--- src/rtl/reaction_round_if.sv ---
// Player/display bundle of the reaction-timer round controller.
// The bench or top level drives start and the stop buttons; the controller drives everything else.
interface reaction_round_if #(
    parameter int SCORE_W = 4
);
    logic               start;
    logic               p0_stop;
    logic               p1_stop;
    logic [1:0]         cnt_ctrl;
    logic               led;
    logic [1:0]         winner;
    logic [1:0]         foul;
    logic [SCORE_W-1:0] score0;
    logic [SCORE_W-1:0] score1;
    logic [3:0]         round_idx;
    logic               game_over;

    modport master (
        output start, p0_stop, p1_stop,
        input  cnt_ctrl, led, winner, foul, score0, score1, round_idx, game_over
    );

    modport slave (
        input  start, p0_stop, p1_stop,
        output cnt_ctrl, led, winner, foul, score0, score1, round_idx, game_over
    );
endinterface

--- src/rtl/reaction_round_ctrl.sv ---
// Two-player multi-round reaction game sequencer: random foreperiod, go phase,
// first-press arbitration, foul and score tracking, final result hold.
module reaction_round_ctrl #(
    parameter int DLY_MIN       = 100_000_000,
    parameter int DLY_SPAN_LOG2 = 27,
    parameter int TIMEOUT       = 150_000_000,
    parameter int GAP           = 100_000_000,
    parameter int ROUNDS        = 5,
    parameter int SCORE_W       = 4
) (
    input  logic             clk_50M,
    input  logic             clear_n,
    reaction_round_if.slave  rr
);
    localparam int          CW         = 32;
    localparam logic [31:0] LFSR_MASK  = 32'h8020_0003;
    localparam logic [1:0]  CNT_CLEAR  = 2'b00;
    localparam logic [1:0]  CNT_HOLD   = 2'b01;
    localparam logic [1:0]  CNT_RUN    = 2'b10;

    typedef enum logic [2:0] {
        S_IDLE   = 3'd0,
        S_WAIT   = 3'd1,
        S_GO     = 3'd2,
        S_RESULT = 3'd3,
        S_DONE   = 3'd4
    } state_e;

    state_e             state_q, state_d;
    logic [31:0]        lfsr_q, lfsr_d;
    logic [CW-1:0]      dly_q, dly_d;
    logic [CW-1:0]      go_q, go_d;
    logic [CW-1:0]      gap_q, gap_d;
    logic               start_dly_q, start_dly_d;
    logic               p0_dly_q, p0_dly_d;
    logic               p1_dly_q, p1_dly_d;
    logic [1:0]         cnt_q, cnt_d;
    logic               led_q, led_d;
    logic [1:0]         winner_q, winner_d;
    logic [1:0]         foul_q, foul_d;
    logic [SCORE_W-1:0] score0_q, score0_d;
    logic [SCORE_W-1:0] score1_q, score1_d;
    logic [3:0]         round_q, round_d;
    logic               game_over_q, game_over_d;

    logic               start_edge_s;
    logic               p0_edge_s;
    logic               p1_edge_s;
    logic [CW-1:0]      dly_load_s;

    function automatic logic [SCORE_W-1:0] sat_inc(input logic [SCORE_W-1:0] v);
        if (&v) begin
            return v;
        end else begin
            return v + SCORE_W'(1'b1);
        end
    endfunction

    assign start_edge_s = rr.start & ~start_dly_q;
    assign p0_edge_s    = rr.p0_stop & ~p0_dly_q;
    assign p1_edge_s    = rr.p1_stop & ~p1_dly_q;
    assign dly_load_s   = CW'(DLY_MIN) + CW'(lfsr_q[DLY_SPAN_LOG2-1:0]);

    // Next-state and next-output computation for the round sequencer.
    always_comb begin
        state_d     = state_q;
        lfsr_d      = {1'b0, lfsr_q[31:1]} ^ (lfsr_q[0] ? LFSR_MASK : 32'h0000_0000);
        dly_d       = dly_q;
        go_d        = go_q;
        gap_d       = gap_q;
        start_dly_d = rr.start;
        p0_dly_d    = rr.p0_stop;
        p1_dly_d    = rr.p1_stop;
        cnt_d       = cnt_q;
        led_d       = led_q;
        winner_d    = winner_q;
        foul_d      = foul_q;
        score0_d    = score0_q;
        score1_d    = score1_q;
        round_d     = round_q;
        game_over_d = game_over_q;

        case (state_q)
            S_IDLE, S_DONE: begin
                if (start_edge_s) begin
                    state_d     = S_WAIT;
                    score0_d    = '0;
                    score1_d    = '0;
                    round_d     = 4'd0;
                    winner_d    = 2'b00;
                    foul_d      = 2'b00;
                    cnt_d       = CNT_CLEAR;
                    led_d       = 1'b0;
                    game_over_d = 1'b0;
                    dly_d       = dly_load_s;
                end else begin
                    state_d = state_q;
                end
            end
            S_WAIT: begin
                led_d = 1'b0;
                cnt_d = CNT_CLEAR;
                // A press on the expiry cycle is still a foul: presses are checked first.
                if (p0_edge_s || p1_edge_s) begin
                    state_d = S_RESULT;
                    cnt_d   = CNT_HOLD;
                    gap_d   = 32'd0;
                    foul_d  = {p1_edge_s, p0_edge_s};
                    if (p0_edge_s && p1_edge_s) begin
                        winner_d = 2'b11;
                    end else if (p0_edge_s) begin
                        winner_d = 2'b10;
                        score1_d = sat_inc(score1_q);
                    end else begin
                        winner_d = 2'b01;
                        score0_d = sat_inc(score0_q);
                    end
                end else if (dly_q == 32'd0) begin
                    state_d = S_GO;
                    led_d   = 1'b1;
                    cnt_d   = CNT_RUN;
                    go_d    = 32'd0;
                end else begin
                    dly_d = dly_q - 32'd1;
                end
            end
            S_GO: begin
                if (p0_edge_s || p1_edge_s) begin
                    state_d  = S_RESULT;
                    led_d    = 1'b0;
                    cnt_d    = CNT_HOLD;
                    gap_d    = 32'd0;
                    winner_d = {p1_edge_s, p0_edge_s};
                    if (p0_edge_s && p1_edge_s) begin
                        winner_d = 2'b11;
                    end else if (p0_edge_s) begin
                        score0_d = sat_inc(score0_q);
                    end else begin
                        score1_d = sat_inc(score1_q);
                    end
                end else if (go_q == CW'(TIMEOUT - 1)) begin
                    state_d  = S_RESULT;
                    led_d    = 1'b0;
                    cnt_d    = CNT_HOLD;
                    gap_d    = 32'd0;
                    winner_d = 2'b00;
                end else begin
                    go_d = go_q + 32'd1;
                end
            end
            S_RESULT: begin
                if (gap_q == CW'(GAP - 1)) begin
                    if (round_q == 4'(ROUNDS - 1)) begin
                        state_d     = S_DONE;
                        game_over_d = 1'b1;
                    end else begin
                        state_d  = S_WAIT;
                        round_d  = round_q + 4'd1;
                        winner_d = 2'b00;
                        foul_d   = 2'b00;
                        cnt_d    = CNT_CLEAR;
                        dly_d    = dly_load_s;
                    end
                end else begin
                    gap_d = gap_q + 32'd1;
                end
            end
            default: begin
                state_d = S_IDLE;
            end
        endcase
    end

    // State, timers, edge history, LFSR and registered outputs.
    always_ff @(posedge clk_50M or negedge clear_n) begin
        if (!clear_n) begin
            state_q     <= S_IDLE;
            lfsr_q      <= 32'h0000_0001;
            dly_q       <= 32'd0;
            go_q        <= 32'd0;
            gap_q       <= 32'd0;
            start_dly_q <= 1'b0;
            p0_dly_q    <= 1'b0;
            p1_dly_q    <= 1'b0;
            cnt_q       <= CNT_CLEAR;
            led_q       <= 1'b0;
            winner_q    <= 2'b00;
            foul_q      <= 2'b00;
            score0_q    <= '0;
            score1_q    <= '0;
            round_q     <= 4'd0;
            game_over_q <= 1'b0;
        end else begin
            state_q     <= state_d;
            lfsr_q      <= lfsr_d;
            dly_q       <= dly_d;
            go_q        <= go_d;
            gap_q       <= gap_d;
            start_dly_q <= start_dly_d;
            p0_dly_q    <= p0_dly_d;
            p1_dly_q    <= p1_dly_d;
            cnt_q       <= cnt_d;
            led_q       <= led_d;
            winner_q    <= winner_d;
            foul_q      <= foul_d;
            score0_q    <= score0_d;
            score1_q    <= score1_d;
            round_q     <= round_d;
            game_over_q <= game_over_d;
        end
    end

    assign rr.cnt_ctrl  = cnt_q;
    assign rr.led       = led_q;
    assign rr.winner    = winner_q;
    assign rr.foul      = foul_q;
    assign rr.score0    = score0_q;
    assign rr.score1    = score1_q;
    assign rr.round_idx = round_q;
    assign rr.game_over = game_over_q;
endmodule

--- src/flat_wrapper.sv ---
// flat-port wrapper written by rule: the top's interface ports become plain ports
module reaction_round_ctrl_flat 
#(
    parameter int DLY_MIN       = 100_000_000,
    parameter int DLY_SPAN_LOG2 = 27,
    parameter int TIMEOUT       = 150_000_000,
    parameter int GAP           = 100_000_000,
    parameter int ROUNDS        = 5,
    parameter int SCORE_W       = 4
)
  (clk_50M, clear_n, rr_start, rr_p0_stop, rr_p1_stop, rr_cnt_ctrl, rr_led, rr_winner, rr_foul, rr_score0, rr_score1, rr_round_idx, rr_game_over);
  reaction_round_if #(.SCORE_W(SCORE_W)) rr_i ();
  input  logic clk_50M;
  input  logic clear_n;
  input wire logic [$bits(rr_i.start)-1:0] rr_start;
  input wire logic [$bits(rr_i.p0_stop)-1:0] rr_p0_stop;
  input wire logic [$bits(rr_i.p1_stop)-1:0] rr_p1_stop;
  output wire logic [$bits(rr_i.cnt_ctrl)-1:0] rr_cnt_ctrl;
  output wire logic [$bits(rr_i.led)-1:0] rr_led;
  output wire logic [$bits(rr_i.winner)-1:0] rr_winner;
  output wire logic [$bits(rr_i.foul)-1:0] rr_foul;
  output wire logic [$bits(rr_i.score0)-1:0] rr_score0;
  output wire logic [$bits(rr_i.score1)-1:0] rr_score1;
  output wire logic [$bits(rr_i.round_idx)-1:0] rr_round_idx;
  output wire logic [$bits(rr_i.game_over)-1:0] rr_game_over;
  assign rr_i.start = rr_start;
  assign rr_i.p0_stop = rr_p0_stop;
  assign rr_i.p1_stop = rr_p1_stop;
  assign rr_cnt_ctrl = rr_i.cnt_ctrl;
  assign rr_led = rr_i.led;
  assign rr_winner = rr_i.winner;
  assign rr_foul = rr_i.foul;
  assign rr_score0 = rr_i.score0;
  assign rr_score1 = rr_i.score1;
  assign rr_round_idx = rr_i.round_idx;
  assign rr_game_over = rr_i.game_over;
  reaction_round_ctrl #(.DLY_MIN(DLY_MIN), .DLY_SPAN_LOG2(DLY_SPAN_LOG2), .TIMEOUT(TIMEOUT), .GAP(GAP), .ROUNDS(ROUNDS), .SCORE_W(SCORE_W)) u_core (.clk_50M(clk_50M), .clear_n(clear_n), .rr(rr_i));
endmodule
--- config.mk ---
export PLATFORM = sky130hd
export DESIGN_NAME = reaction_round_ctrl_flat
export DESIGN_NICKNAME = d
export VERILOG_FILES = /design/src/rtl/reaction_round_if.sv /design/src/rtl/reaction_round_ctrl.sv /design/src/flat_wrapper.sv
export SDC_FILE = /design/constraint.sdc
export NUM_CORES = 1
export LEC_CHECK = 0
export BUFFER_PORTS_ARGS = -buffer_cell sky130_fd_sc_hd__buf_2
export CAP_MARGIN = 20
export CORE_MARGIN = 5
export CORE_UTILIZATION = 35
export DETAILED_ROUTE_END_ITERATION = 8
export GPL_ROUTABILITY_DRIVEN = 0
export GPL_TIMING_DRIVEN = 0
export PLACE_DENSITY = 0.47
export SLEW_MARGIN = 20
export SYNTH_ARGS = -nofsm -noshare
export SYNTH_HDL_FRONTEND = slang
export SYNTH_SLANG_ARGS = --single-unit
--- constraint.sdc ---
create_clock -name clk_50M -period 5.8 [get_ports clk_50M]
set_input_delay 0 -clock clk_50M [delete_from_list [all_inputs] [get_ports clk_50M]]
set_output_delay 0 -clock clk_50M [all_outputs]
set_load 0.005 [all_outputs]
==> metrics.txt <==
status finished, final reports clean; Detailed Place HPWL 14.8 mm; Avg Cell Area, Syn 9.39 um^2; layout cells sized above 1 0.108; EDFF count, synth 0; area grow syn2layout 14.4%; Crit Path Max Fanout 10; Vias/cell 5.50; Sw Ratio 0.399; HP Class in -> async; vias in the first global route 6506; First DRT Iteration DRCs 557; total of max-cap violations 0; sequential area share after synthesis 0.479; peak supply drop 192 uV; Internal 2.42 mW; first-pass GRT wire length 35.5 mm; WL per Instance 18.0 um; Post-Layout Inst Area 0.00920 mm^2; Root Driver clkbuf_16; CTS tree yes; die width 162 um; PortBufs 24; # rows 55; WL final 21.6 mm; DIE HEIGHT 162 um; Distinct cells, synth 74; CP arrival 3720 ps; most frequent cells in the layout 153 x dfrtp_1, 101 x nor2_1, 54 x o21ai_0; core area 0.0226 mm^2; Initial Util 0.355; ys async rst share 1.00; post-place setup slack 2380 ps; placed cell count 1167; unrepaired setup endpoints after global routing false; Achievable Freq 292 MHz; largest net degree at the start of global routing 89; CTS H-Tree Depth 4; DR vias 6611; syn nets 870; die area 0.0261 mm^2; total number of yosys warnings 0; sequential share of power 0.345; final hold violation count 0; count of state elements after synthesis 154; P_leak 3.80 nW; # setup viols final 0; DRT Pass-1 Iters 4; pwr dens 437 mW/mm^2; CTS Sinks 154; initial antenna violation count 0; P_sw 1.60 mW; nets@finish 918; Max Slew Vio Count 0; leading register cell type out of synthesis dfrtp_1; GRT overflow 0; WHS 107 ps; ANT cells 0; Total GRT Usage 0.169; Cell Area, Synth 0.00805 mm^2; CTS clk-pin slew, worst paths 70 ps; Final WS setup 2370 ps; Comb power frac 0.368; min Tclk post-route 3430 ps; Clock Skew 13.8 ps; commonest non-fill, non-tap cell in the layout dfrtp_1; CP Data Required Time 6090 ps; fillers 2232; Synth Instances 857; WS Path Type reg -> reg; Remaining DRCs 0; setup_tns 0 ps; Antenna Nets Post-Route 0; Post-DP Area 0.00857 mm^2; Max-Slew Margin vs Limit 0.371; CTS Buf Count 17; num ports 25; crit share post-route 0.591; deepest clock path buffer count 2; clock latency on the worst-skew pair 440 ps; crit end category flip-flop; CP Launch Type flip-flop; Clk pwr share 0.287; worst slew pin tran 942 ps; post-route non-filler standard cell count 1203
-- synth_stat cells (all sizes together) (18+ instances only) --
master | count | area share
a21oi | 47 | 0.029
o31ai | 21 | 0.020
clkbuf | 23 | 0.011
or3 | 25 | 0.019
nor2 | 102 | 0.048
inv | 18 | 0.0084
o21ai | 57 | 0.036
nand2 | 49 | 0.023
xnor2 | 37 | 0.040
nand4 | 24 | 0.019
dfrtp | 153 | 0.48
nor3 | 47 | 0.031
buf | 21 | 0.016
nand3 | 44 | 0.027
nor4 | 27 | 0.023
xor2 | 20 | 0.022
-- flip-flops by register name, indices dropped and copies added, names as in the netlist --
name,flops
u_core.lfsr_q,32
u_core.rr.score1,4
u_core.p1_dly_q,1
u_core.rr.cnt_ctrl,2
u_core.dly_q,32
u_core.rr.game_over,1
u_core.rr.round_idx,4
u_core.go_q,32
u_core.state_q,3
u_core.rr.foul,2
u_core.rr.led,1
u_core.p0_dly_q,1
u_core.gap_q,32
u_core.rr.winner,2
u_core.rr.score0,4
u_core.start_dly_q,1
-- through the flow --
step                 util  total power [mW]
floorplan               -              2.38
CTS                 0.406              4.06
detailed placement  0.378              2.89
global route        0.406              4.29
finish              0.406              4.02
global placement    0.376              2.89
-- worst max-delay path: stages, from the launching register on --
cell and delay (ps):
dfrtp_1 430, inv_1 80, ha_1 230, nor4b_1 480, nand4_2 360, nor2_1 550
nand2_1 180, nor3_2 430, clkbuf_1 440, a21oi_1 90
-- per-layer routing --
layer | track usage | vias to the layer above | part of all wire
met5 | 0 | - | 0
met4 | 0.0454 | 0 | 0.013
met3 | 0.0347 | 22 | 0.033
met2 | 0.273 | 123 | 0.47
met1 | 0.234 | 3212 | 0.48
li1 | - | 3254 | -
-- power groups by stage --
stage                     Combinational [mW]  Clock [mW]  Sequential [mW]
after global routing                    1.65        1.22             1.41
after CTS                               1.49        1.18             1.39
after detailed placement                1.48           0             1.40
after floorplan                         1.00           0             1.37
final                                   1.48        1.15             1.39
after global placement                  1.48           0             1.41
-- cells by family after synthesis --
| logic type | Yosys count | share of synthesized area |
|---|---|---|
| compound gates | 195 | 0.156 |
| fa+ha+maj | 8 | 0.0124 |
| buf+inv | 62 | 0.0350 |
| flops | 154 | 0.479 |
| simple gates | 376 | 0.249 |
| xor+xnor | 57 | 0.0620 |
| mux | 5 | 0.00638 |
-- worst paths after layout --
check                                                 start                           end  slack, ps  cells past startpoint
worst max register to register  u_core.dly_q[0]$_DFFE_PN0P_   u_core.go_q[23]$_DFFE_PN0P_       2370                      9
worst min register to register  u_core.lfsr_q[29]$_DFF_PN0_   u_core.lfsr_q[28]$_DFF_PN0_        340                      0
max in group asynchronous                           clear_n    u_core.lfsr_q[0]$_DFF_PN1_       4880                      3
min in group clk_50M                               rr_start  u_core.start_dly_q$_DFF_PN0_        250                      2
worst min-delay path                                clear_n   u_core.go_q[28]$_DFFE_PN0P_        110                      2
worst max-delay path            u_core.dly_q[0]$_DFFE_PN0P_   u_core.go_q[23]$_DFFE_PN0P_       2370                      9
-- layout make-up --
class	instances	area, um^2	share of cell area
Buffer	44	214	0.0233
Clock buffer	18	439	0.0477
Clock inverter	14	156	0.0170
Inverter	18	67.6	0.00734
Multi-Input combinational cell	641	3920	0.425
Sequential cell	154	3850	0.419
Tap cell	285	357	0.0388
Timing Repair Buffer	29	198	0.0215
-- repair_timing --
item                                   in CTS  in global routing
endpoints found under the hold margin      69                  0
resized for setup                           0                  0
hold buffers                                4                  0
setup buffers                               0                  0
(Power assumes the default switching activity.)
